File: config.mk
export PLATFORM = sky130hd
export DESIGN_NAME = ahb_cmd_master_flat
export DESIGN_NICKNAME = d
export VERILOG_FILES = /design/src/rtl/ahb_cmd_master_if.sv /design/src/rtl/ahb_cmd_master.sv /design/src/flat_wrapper.sv
export SDC_FILE = /design/constraint.sdc
export NUM_CORES = 1
export LEC_CHECK = 0
export BUFFER_PORTS_ARGS = -buffer_cell sky130_fd_sc_hd__buf_2
export CAP_MARGIN = 20
export CORE_MARGIN = 2
export CORE_UTILIZATION = 47
export CTS_BUF_LIST = sky130_fd_sc_hd__clkbuf_8
export DETAILED_ROUTE_END_ITERATION = 10
export MAX_ROUTING_LAYER = met4
export PLACE_DENSITY = 0.84
export SLEW_MARGIN = 0
export SYNTH_ARGS = -nofsm -noshare
export SYNTH_HDL_FRONTEND = slang
export SYNTH_SLANG_ARGS = --single-unit
File: constraint.sdc
create_clock -name clk -period 2.4 [get_ports clk]
set_clock_uncertainty 0.2 [all_clocks]
set_input_delay 0.48 -clock clk [delete_from_list [all_inputs] [get_ports clk]]
set_output_delay 0.48 -clock clk [all_outputs]
set_load 0.01 [all_outputs]
File: src/rtl/ahb_cmd_master_if.sv
// ----------------------------------------------------------------------------
// ahb_cmd_master_if
//
// Purpose: bundles the three signal groups around ahb_cmd_master.
//   * command stream   (requester -> ahb_cmd_master)
//   * response stream  (ahb_cmd_master -> requester)
//   * AHB-Lite initiator bus (ahb_cmd_master <-> slave/interconnect)
//
// Handshake semantics (both streams): a beat transfers on a rising clock
// edge where valid and ready are both high. Once valid is raised, the
// sender keeps valid and the payload stable until that edge. The receiver
// may raise or drop ready at any time; ready never depends on valid
// combinationally.
//
// Modports:
//   master : the side that implements the initiator (ahb_cmd_master itself)
//   slave  : the opposite side (requester plus AHB slave), e.g. a bench
// ----------------------------------------------------------------------------
interface ahb_cmd_master_if;

    // Command stream
    logic        cmd_valid;
    logic        cmd_ready;
    logic        cmd_write;
    logic [31:0] cmd_addr;
    logic [2:0]  cmd_size;
    logic [31:0] cmd_wdata;

    // Response stream
    logic        rsp_valid;
    logic        rsp_ready;
    logic [31:0] rsp_rdata;
    logic [1:0]  rsp_status;

    // AHB-Lite initiator signals
    logic [31:0] haddr_m;
    logic [2:0]  hburst_m;
    logic [2:0]  hsize_m;
    logic [1:0]  htrans_m;
    logic        hwrite_m;
    logic [31:0] hwdata_m;
    logic [31:0] hrdata_m;
    logic        hready_m;
    logic        hresp_m;

    modport master (
        input  cmd_valid, cmd_write, cmd_addr, cmd_size, cmd_wdata,
        output cmd_ready,
        output rsp_valid, rsp_rdata, rsp_status,
        input  rsp_ready,
        output haddr_m, hburst_m, hsize_m, htrans_m, hwrite_m, hwdata_m,
        input  hrdata_m, hready_m, hresp_m
    );

    modport slave (
        output cmd_valid, cmd_write, cmd_addr, cmd_size, cmd_wdata,
        input  cmd_ready,
        input  rsp_valid, rsp_rdata, rsp_status,
        output rsp_ready,
        input  haddr_m, hburst_m, hsize_m, htrans_m, hwrite_m, hwdata_m,
        output hrdata_m, hready_m, hresp_m
    );

endinterface : ahb_cmd_master_if

File: src/rtl/ahb_cmd_master.sv
// ----------------------------------------------------------------------------
// ahb_cmd_master
//
// Purpose: single-transfer, non-pipelined AHB-Lite initiator. Each accepted
// command becomes one SINGLE transfer (or is rejected without touching the
// bus when its size/alignment is illegal); the outcome comes back as one
// response beat. At most one transfer is outstanding.
//
// Parameters:
//   TIMEOUT : consecutive stalled data-phase cycles before a transfer is
//             abandoned with TIMEOUT status; 0 disables the timeout
//   TW      : timeout counter width, TIMEOUT must be below 2**TW
//
// Ports:
//   clk         : system clock
//   reset_n     : asynchronous active-low reset
//   bus         : ahb_cmd_master_if.master (command, response, AHB groups)
//   o_dbg_state : current FSM state (0 IDLE, 1 ADDR, 2 DATA, 3 RESP)
//
// Response status codes: 0 OKAY, 1 bus ERROR, 2 TIMEOUT, 3 REJECTED.
// All outputs are registered.
// ----------------------------------------------------------------------------
module ahb_cmd_master #(
    parameter int TIMEOUT = 256,
    parameter int TW      = 9
) (
    input  logic                clk,
    input  logic                reset_n,
    ahb_cmd_master_if.master    bus,
    output logic [1:0]          o_dbg_state
);

    typedef enum logic [1:0] {
        S_IDLE = 2'd0,
        S_ADDR = 2'd1,
        S_DATA = 2'd2,
        S_RESP = 2'd3
    } state_t;

    localparam logic [1:0] HTRANS_IDLE   = 2'b00;
    localparam logic [1:0] HTRANS_NONSEQ = 2'b10;

    localparam logic [1:0] RSP_OKAY    = 2'd0;
    localparam logic [1:0] RSP_ERROR   = 2'd1;
    localparam logic [1:0] RSP_TIMEOUT = 2'd2;
    localparam logic [1:0] RSP_REJECT  = 2'd3;

    // Counter value on which the next stalled cycle is the TIMEOUT-th one.
    // Only meaningful when TIMEOUT != 0.
    localparam logic [TW-1:0] TO_LAST = TW'(TIMEOUT - 1);
    localparam logic [TW-1:0] TO_SAT  = {TW{1'b1}};

    state_t      r_state;
    logic        r_cmd_ready;
    logic        r_rsp_valid;
    logic [31:0] r_rsp_rdata;
    logic [1:0]  r_rsp_status;
    logic [31:0] r_haddr;
    logic [2:0]  r_hsize;
    logic [1:0]  r_htrans;
    logic        r_hwrite;
    logic [31:0] r_hwdata;
    logic [31:0] r_wdata;
    logic [TW-1:0] r_to_cnt;

    logic        w_accept;
    logic        w_misaligned;
    logic        w_reject;

    assign w_accept     = bus.cmd_valid && r_cmd_ready;
    assign w_misaligned = ((bus.cmd_size == 3'd1) && bus.cmd_addr[0]) ||
                          ((bus.cmd_size == 3'd2) && (bus.cmd_addr[1:0] != 2'b00));
    assign w_reject     = w_misaligned || (bus.cmd_size > 3'd2);

    always_ff @(posedge clk or negedge reset_n) begin
        if (!reset_n) begin
            r_state      <= S_IDLE;
            r_cmd_ready  <= 1'b0;
            r_rsp_valid  <= 1'b0;
            r_rsp_rdata  <= 32'd0;
            r_rsp_status <= RSP_OKAY;
            r_haddr      <= 32'd0;
            r_hsize      <= 3'd0;
            r_htrans     <= HTRANS_IDLE;
            r_hwrite     <= 1'b0;
            r_hwdata     <= 32'd0;
            r_wdata      <= 32'd0;
            r_to_cnt     <= '0;
        end else begin
            case (r_state)
                S_IDLE: begin
                    r_cmd_ready <= 1'b1;
                    if (w_accept) begin
                        r_cmd_ready <= 1'b0;
                        if (w_reject) begin
                            // Illegal commands never reach the bus.
                            r_rsp_valid  <= 1'b1;
                            r_rsp_status <= RSP_REJECT;
                            r_rsp_rdata  <= 32'd0;
                            r_state      <= S_RESP;
                        end else begin
                            r_haddr  <= bus.cmd_addr;
                            r_hsize  <= bus.cmd_size;
                            r_hwrite <= bus.cmd_write;
                            r_wdata  <= bus.cmd_wdata;
                            r_htrans <= HTRANS_NONSEQ;
                            r_state  <= S_ADDR;
                        end
                    end
                end

                S_ADDR: begin
                    // Address phase ends on the first edge with HREADY high.
                    if (bus.hready_m) begin
                        r_htrans <= HTRANS_IDLE;
                        r_hwdata <= r_hwrite ? r_wdata : 32'd0;
                        r_to_cnt <= '0;
                        r_state  <= S_DATA;
                    end
                end

                S_DATA: begin
                    if (bus.hready_m) begin
                        r_rsp_valid <= 1'b1;
                        r_hwdata    <= 32'd0;
                        if (bus.hresp_m) begin
                            r_rsp_status <= RSP_ERROR;
                            r_rsp_rdata  <= 32'd0;
                        end else begin
                            r_rsp_status <= RSP_OKAY;
                            r_rsp_rdata  <= r_hwrite ? 32'd0 : bus.hrdata_m;
                        end
                        r_state <= S_RESP;
                    end else if ((TIMEOUT != 0) && (r_to_cnt == TO_LAST)) begin
                        // This is the TIMEOUT-th consecutive stalled cycle.
                        r_rsp_valid  <= 1'b1;
                        r_rsp_status <= RSP_TIMEOUT;
                        r_rsp_rdata  <= 32'd0;
                        r_hwdata     <= 32'd0;
                        r_state      <= S_RESP;
                    end else if (r_to_cnt != TO_SAT) begin
                        // First half of a two-cycle ERROR also lands here.
                        r_to_cnt <= r_to_cnt + 1'b1;
                    end
                end

                S_RESP: begin
                    if (bus.rsp_ready) begin
                        r_rsp_valid <= 1'b0;
                        r_cmd_ready <= 1'b1;
                        r_state     <= S_IDLE;
                    end
                end

                default: begin
                    r_state <= S_IDLE;
                end
            endcase
        end
    end

    assign bus.cmd_ready  = r_cmd_ready;
    assign bus.rsp_valid  = r_rsp_valid;
    assign bus.rsp_rdata  = r_rsp_rdata;
    assign bus.rsp_status = r_rsp_status;
    assign bus.haddr_m    = r_haddr;
    assign bus.hburst_m   = 3'b000;
    assign bus.hsize_m    = r_hsize;
    assign bus.htrans_m   = r_htrans;
    assign bus.hwrite_m   = r_hwrite;
    assign bus.hwdata_m   = r_hwdata;
    assign o_dbg_state    = r_state;

endmodule : ahb_cmd_master

File: src/flat_wrapper.sv
// flat-port wrapper written by rule: the top's interface ports become plain ports
module ahb_cmd_master_flat 
#(
    parameter int TIMEOUT = 256,
    parameter int TW      = 9
)
  (clk, reset_n, o_dbg_state, bus_cmd_valid, bus_cmd_write, bus_cmd_addr, bus_cmd_size, bus_cmd_wdata, bus_cmd_ready, bus_rsp_valid, bus_rsp_rdata, bus_rsp_status, bus_rsp_ready, bus_haddr_m, bus_hburst_m, bus_hsize_m, bus_htrans_m, bus_hwrite_m, bus_hwdata_m, bus_hrdata_m, bus_hready_m, bus_hresp_m);
  ahb_cmd_master_if bus_i ();
  input  logic clk;
  input  logic reset_n;
  output logic [1:0] o_dbg_state;
  input wire logic [$bits(bus_i.cmd_valid)-1:0] bus_cmd_valid;
  input wire logic [$bits(bus_i.cmd_write)-1:0] bus_cmd_write;
  input wire logic [$bits(bus_i.cmd_addr)-1:0] bus_cmd_addr;
  input wire logic [$bits(bus_i.cmd_size)-1:0] bus_cmd_size;
  input wire logic [$bits(bus_i.cmd_wdata)-1:0] bus_cmd_wdata;
  output wire logic [$bits(bus_i.cmd_ready)-1:0] bus_cmd_ready;
  output wire logic [$bits(bus_i.rsp_valid)-1:0] bus_rsp_valid;
  output wire logic [$bits(bus_i.rsp_rdata)-1:0] bus_rsp_rdata;
  output wire logic [$bits(bus_i.rsp_status)-1:0] bus_rsp_status;
  input wire logic [$bits(bus_i.rsp_ready)-1:0] bus_rsp_ready;
  output wire logic [$bits(bus_i.haddr_m)-1:0] bus_haddr_m;
  output wire logic [$bits(bus_i.hburst_m)-1:0] bus_hburst_m;
  output wire logic [$bits(bus_i.hsize_m)-1:0] bus_hsize_m;
  output wire logic [$bits(bus_i.htrans_m)-1:0] bus_htrans_m;
  output wire logic [$bits(bus_i.hwrite_m)-1:0] bus_hwrite_m;
  output wire logic [$bits(bus_i.hwdata_m)-1:0] bus_hwdata_m;
  input wire logic [$bits(bus_i.hrdata_m)-1:0] bus_hrdata_m;
  input wire logic [$bits(bus_i.hready_m)-1:0] bus_hready_m;
  input wire logic [$bits(bus_i.hresp_m)-1:0] bus_hresp_m;
  assign bus_i.cmd_valid = bus_cmd_valid;
  assign bus_i.cmd_write = bus_cmd_write;
  assign bus_i.cmd_addr = bus_cmd_addr;
  assign bus_i.cmd_size = bus_cmd_size;
  assign bus_i.cmd_wdata = bus_cmd_wdata;
  assign bus_cmd_ready = bus_i.cmd_ready;
  assign bus_rsp_valid = bus_i.rsp_valid;
  assign bus_rsp_rdata = bus_i.rsp_rdata;
  assign bus_rsp_status = bus_i.rsp_status;
  assign bus_i.rsp_ready = bus_rsp_ready;
  assign bus_haddr_m = bus_i.haddr_m;
  assign bus_hburst_m = bus_i.hburst_m;
  assign bus_hsize_m = bus_i.hsize_m;
  assign bus_htrans_m = bus_i.htrans_m;
  assign bus_hwrite_m = bus_i.hwrite_m;
  assign bus_hwdata_m = bus_i.hwdata_m;
  assign bus_i.hrdata_m = bus_hrdata_m;
  assign bus_i.hready_m = bus_hready_m;
  assign bus_i.hresp_m = bus_hresp_m;
  ahb_cmd_master #(.TIMEOUT(TIMEOUT), .TW(TW)) u_core (.clk(clk), .reset_n(reset_n), .bus(bus_i), .o_dbg_state(o_dbg_state));
endmodule
* After elaboration in Yosys (flattened, before gate mapping) *
Cells that the tools add are included.

word-level totals
  bits in registers = 149
  logic and storage cells = 93

cells by class
  mux-type cells = 42
  magnitude comparators = 1
  reduce and logical (&&, ||, !) cells = 20
  eq/ne operators = 16
  add/sub/neg operators = 1
  bitwise logic cells = 1

operators by type and width
  operator                                                                count
  32-bit two-way mux                                                      9
  32-bit case mux with 2 select lines                                     2
  9-bit two-way mux                                                       4
  2-bit two-way mux                                                       13
  9-bit case mux with 2 select lines                                      1
  4-bit AND reduction                                                     3
  2-bit != test (second input constant)                                   5
  5-bit AND reduction                                                     2
  2-bit nonzero test                                                      5
  9-bit by 1-bit adder with 9-bit output (second input constant)          1
  9-bit by 8-bit equality test with 1-bit output (second input constant)  1
  9-bit != test (second input constant)                                   1
  1-bit two-way mux                                                       8
  2-bit case mux with 2 select lines                                      2
  2-bit case mux with 4 select lines                                      1
  2-bit by 1-bit != test with 1-bit output (second input constant)        3
  3-bit AND reduction                                                     2
  2-bit equality test (second input constant)                             2
  3-bit by 1-bit equality test with 1-bit output (second input constant)  1
  3-bit by 2-bit equality test with 1-bit output (second input constant)  1
  3-bit by 2-bit > comparator with 1-bit output (second input constant)   1
  1-bit logical AND                                                       3
  3-bit by 2-bit != test with 1-bit output (second input constant)        1
  1-bit case mux with 3 select lines                                      1
  7 further kinds                                                         8

* Logic depth before layout (Yosys ltp) *
  depth in word-level cells = 7
  gate-level depth with buffers = 11

* Least setup slack after synthesis *
No wires, ideal clock.

  path kind = register to register
  start = register u_core.r_to_cnt[0]
  end = register u_core.r_rsp_rdata[10] (netlist: u_core.bus.rsp_rdata[10])
  path buffers = 2
  data arrival time = 2091 ps
  setup slack = 30 ps
  stages on the path, launching flop included = 12
  cell sequence = dfrtp_1 > ha_1 > and3_1 > nand3_1 > nor2_1 > ha_1 > nor3b_2 > a21oi_1 > o211ai_2 > buf_6 > buf_12 > mux2i_1

on the way
  cells in the longest elaborated chain, start to end = 3

RTL lines
  item                                                line                   text
  start, declared                                     ahb_cmd_master.sv:64   logic [TW-1:0] r_to_cnt;
  start signal, assigned                              ahb_cmd_master.sv:143  r_to_cnt <= r_to_cnt + 1'b1;
  9-bit by 8-bit equality test with 1-bit output      ahb_cmd_master.sv:134  end else if ((TIMEOUT != 0) && (r_to_cnt == TO_LAST)) begin
  3-bit by 2-bit != test with 1-bit output (no line)  --
  4-bit AND reduction (no line)                       --
  end signal, assigned                                ahb_cmd_master.sv:131  r_rsp_rdata <= r_hwrite ? 32'd0 : bus.hrdata_m;
  end, declared                                       ahb_cmd_master.sv:56   logic [31:0] r_rsp_rdata;

No other way between the ends.
A chain may end at the register's enable or synchronous reset.

* Worst setup path in the final report *
  start = register u_core.r_to_cnt[1]
  end = register u_core.r_rsp_rdata[12] (netlist: u_core.bus.rsp_rdata[12])

Same word-level chain as after synthesis.

==> out/qor.yml <==
yosysSeqAreaShare: 0.5771
die_x_um: 120.9
fp-row-count: 42
synth.top_cell.area_share: 0.5771
status: "complete, no violations"
grtUsageTotal: 0.2026
min_period_over_period: 0.9774
gp_congestion: 0.8424
finalHoldViolCount: 0
die-area_um2: 14600
maxSlewViolCount: 0
syn-instance-count: 531
fp.dieH_um: 120.9
port_buffers: 212
drive_gt1_frac: 0.4566
yosys_most_used_dff: "dfrtp_1"
ys_ff_latch: 148
n_fill_cell: 1049
crit_path_end_kind: "flip-flop"
cts_made_buffers: 17
core_um2: 13300
antenna_left: 0
clock_sinks: 148
vdd_ir_drop_max_mv: 0.7258
grt_pass1_wl_mm: 22.20
ioPinCount: 217
worstPathArrival_ns: 2.50
synth_edf_count: 0
yosys_warnings: 0
setup_viol_count_final: 0
min_period_ns: 2.346
dr.pass1.iters: 4
finalSetupTns_ns: 0
tritoncts: "done"
avgSynthCellArea_um2: 12.09
routed_wl_mm: 14.44
clk_latency_ns: 0.44
slew_headroom: 0.6302
p_leak_nw: 4.458
critical_path_required_ns: 2.55
cts_root_buf: "clkbuf_8"
critPathLaunchType: "flip-flop"
synth_cell_types: 39
final_net_count: 885
yosysMostFrequentCell: "dfrtp_1"
ys_top_cells_by_count: "dfrtp_1, nand2_1, inv_1"
cap_violations: 0
p_per_area_nw_per_um2: 1244
start_util: 0.4827
dr_total_vias: 4656
max_freq_mhz: 426.3
antenna_found_initial: 0
cp_max_fo: 9
critPathKind: "flip-flop to flip-flop"
hpwl_mm: 10.35
fin_util: 0.6332
stdcell_area_um2: 8418
yosysTopAreaCell: "dfrtp_1"
hold_class: "primary input to flip-flop"
first_iter_violations: 218
async_reset_ff_frac: 1.000
htreeDepth: 4
area_growth_pct: 31.18
grt_max_degree: 58
clock_path_buffers: 2
netlist_top_cells_area: "dfrtp_1, mux2_2, mux2i_1, nand2_1, inv_1"
place_area_um2: 7802
viasPerCell: 4.850
diodes: 0
drc: 0
worst_slew_pin_slew_ns: 0.5547
overflow: 0
avgRoutedWirePerCell_um: 15.04
clkTransAtPathRegs_ns: 0.09
grt_pass1_vias: 4606
synth_area_um2: 6417
[state kept, by name, summed over array words and instances (netlist names)]
register / flops
u_core.bus.cmd_ready: 1
u_core.bus.haddr_m: 32
u_core.bus.hsize_m: 3
u_core.bus.htrans_m: 1
u_core.bus.hwdata_m: 32
u_core.bus.hwrite_m: 1
u_core.bus.rsp_rdata: 32
u_core.bus.rsp_status: 2
u_core.bus.rsp_valid: 1
u_core.o_dbg_state: 2
u_core.r_to_cnt: 9
u_core.r_wdata: 32
[worst max-delay path: stages (launching register included)]
cell and delay [ns]:
dfrtp_1 0.39, ha_2 0.19, and3_4 0.19, nand3_4 0.09, nor2_4 0.05, ha_4 0.16, nor3b_4 0.26, a21oi_4 0.08
o211ai_4 0.19, buf_12 0.20, mux2i_1 0.26
[through the flow]
| stage | total power [mW] | cells | setup WS [ns] | hold WS [ns] |
|---|---|---|---|---|
| after detailed placement | 8.145 | 923 | -0.06579 | 0.2691 |
| final | 10.47 | 960 | 0.05424 | 0.05366 |
| after CTS | 10.33 | 957 | -0.003583 | 0.01757 |
| after global routing | 11.11 | 960 | -0.01398 | 0.02612 |
| after floorplan | 6.624 | 534 | 0.02965 | -0.01559 |
| after global placement | 8.005 | 923 | 0.03583 | 0.2629 |
[where the power goes]
| group | leakage [nW] | total [mW] | internal (mW) | switching (mW) |
|---|---|---|---|---|
| combinational | 2.28 | 4.36 | 2.14 | 2.22 |
| sequential | 1.94 | 3.96 | 3.44 | 0.511 |
| clock | 0.232 | 2.16 | 1.23 | 0.930 |
[cell type report]
cell class                 count  area [um^2]  area share
inverter                      75        281.5     0.03344
tap                          176        220.2     0.02616
multi-input combinational    283         2327      0.2765
sequential                   148         3704      0.4400
timing repair buffer         246         1436      0.1706
clock buffer                  17        234.0     0.02779
clock inverter                15        215.2     0.02556
[metal layers]
metal	up-vias	wire length, um	track usage
li1	2207	-	-
met5	-	0	-
met3	19	999	0.05122
met2	192	6865	0.3188
met1	2238	6352	0.2554
met4	0	220	0.07340
[cell families after synthesis]
| family | after synthesis | synth area share |
|---|---|---|
| compound gates | 31 | 0.03276 |
| other cells | 1 | 0.0005843 |
| fa+ha+maj | 8 | 0.01560 |
| flops | 148 | 0.5771 |
| mux | 133 | 0.2207 |
| buf+inv | 103 | 0.08033 |
| simple gates | 107 | 0.07292 |
[timing repair]
item | in CTS | in global routing
hold endpoints to repair | 50 | 0
hold buffers | 1 | 0
endpoints found under the setup margin | 34 | 68
setup buffers | 1 | 1
pin swaps | 1 | 4
gates resized for setup | 4 | 22
gates cloned | 0 | 2
[cells in the final DEF, fill, tap and decap left out, types with 5 or more instances in the layout]
master and instances:
mux2i_1 65, buf_2 211, buf_6 6, bufinv_16 5
ha_1 5, mux2_2 60, nor2_1 10, clkbuf_8 17
buf_12 6, buf_4 21, inv_1 76, mux2_1 8
dfrtp_1 148, o21ai_0 6, nand2_1 77
[path summary, 6_finish.rpt]
path,cells past startpoint,slack [ns],endpoint,from
max,10,0.05,u_core.bus.rsp_rdata[12],u_core.r_to_cnt[1]
min,2,0.05,u_core.r_wdata[26],bus_cmd_wdata[26]
max reg2reg,10,0.05,u_core.bus.rsp_rdata[12],u_core.r_to_cnt[1]
min reg2reg,1,0.28,u_core.bus.haddr_m[31],u_core.bus.haddr_m[31]
max in group asynchronous,3,1.04,u_core.r_wdata[9],reset_n
min in group asynchronous,2,0.38,u_core.r_wdata[14],reset_n
No activity file was read; power rests on OpenSTA's default activity.
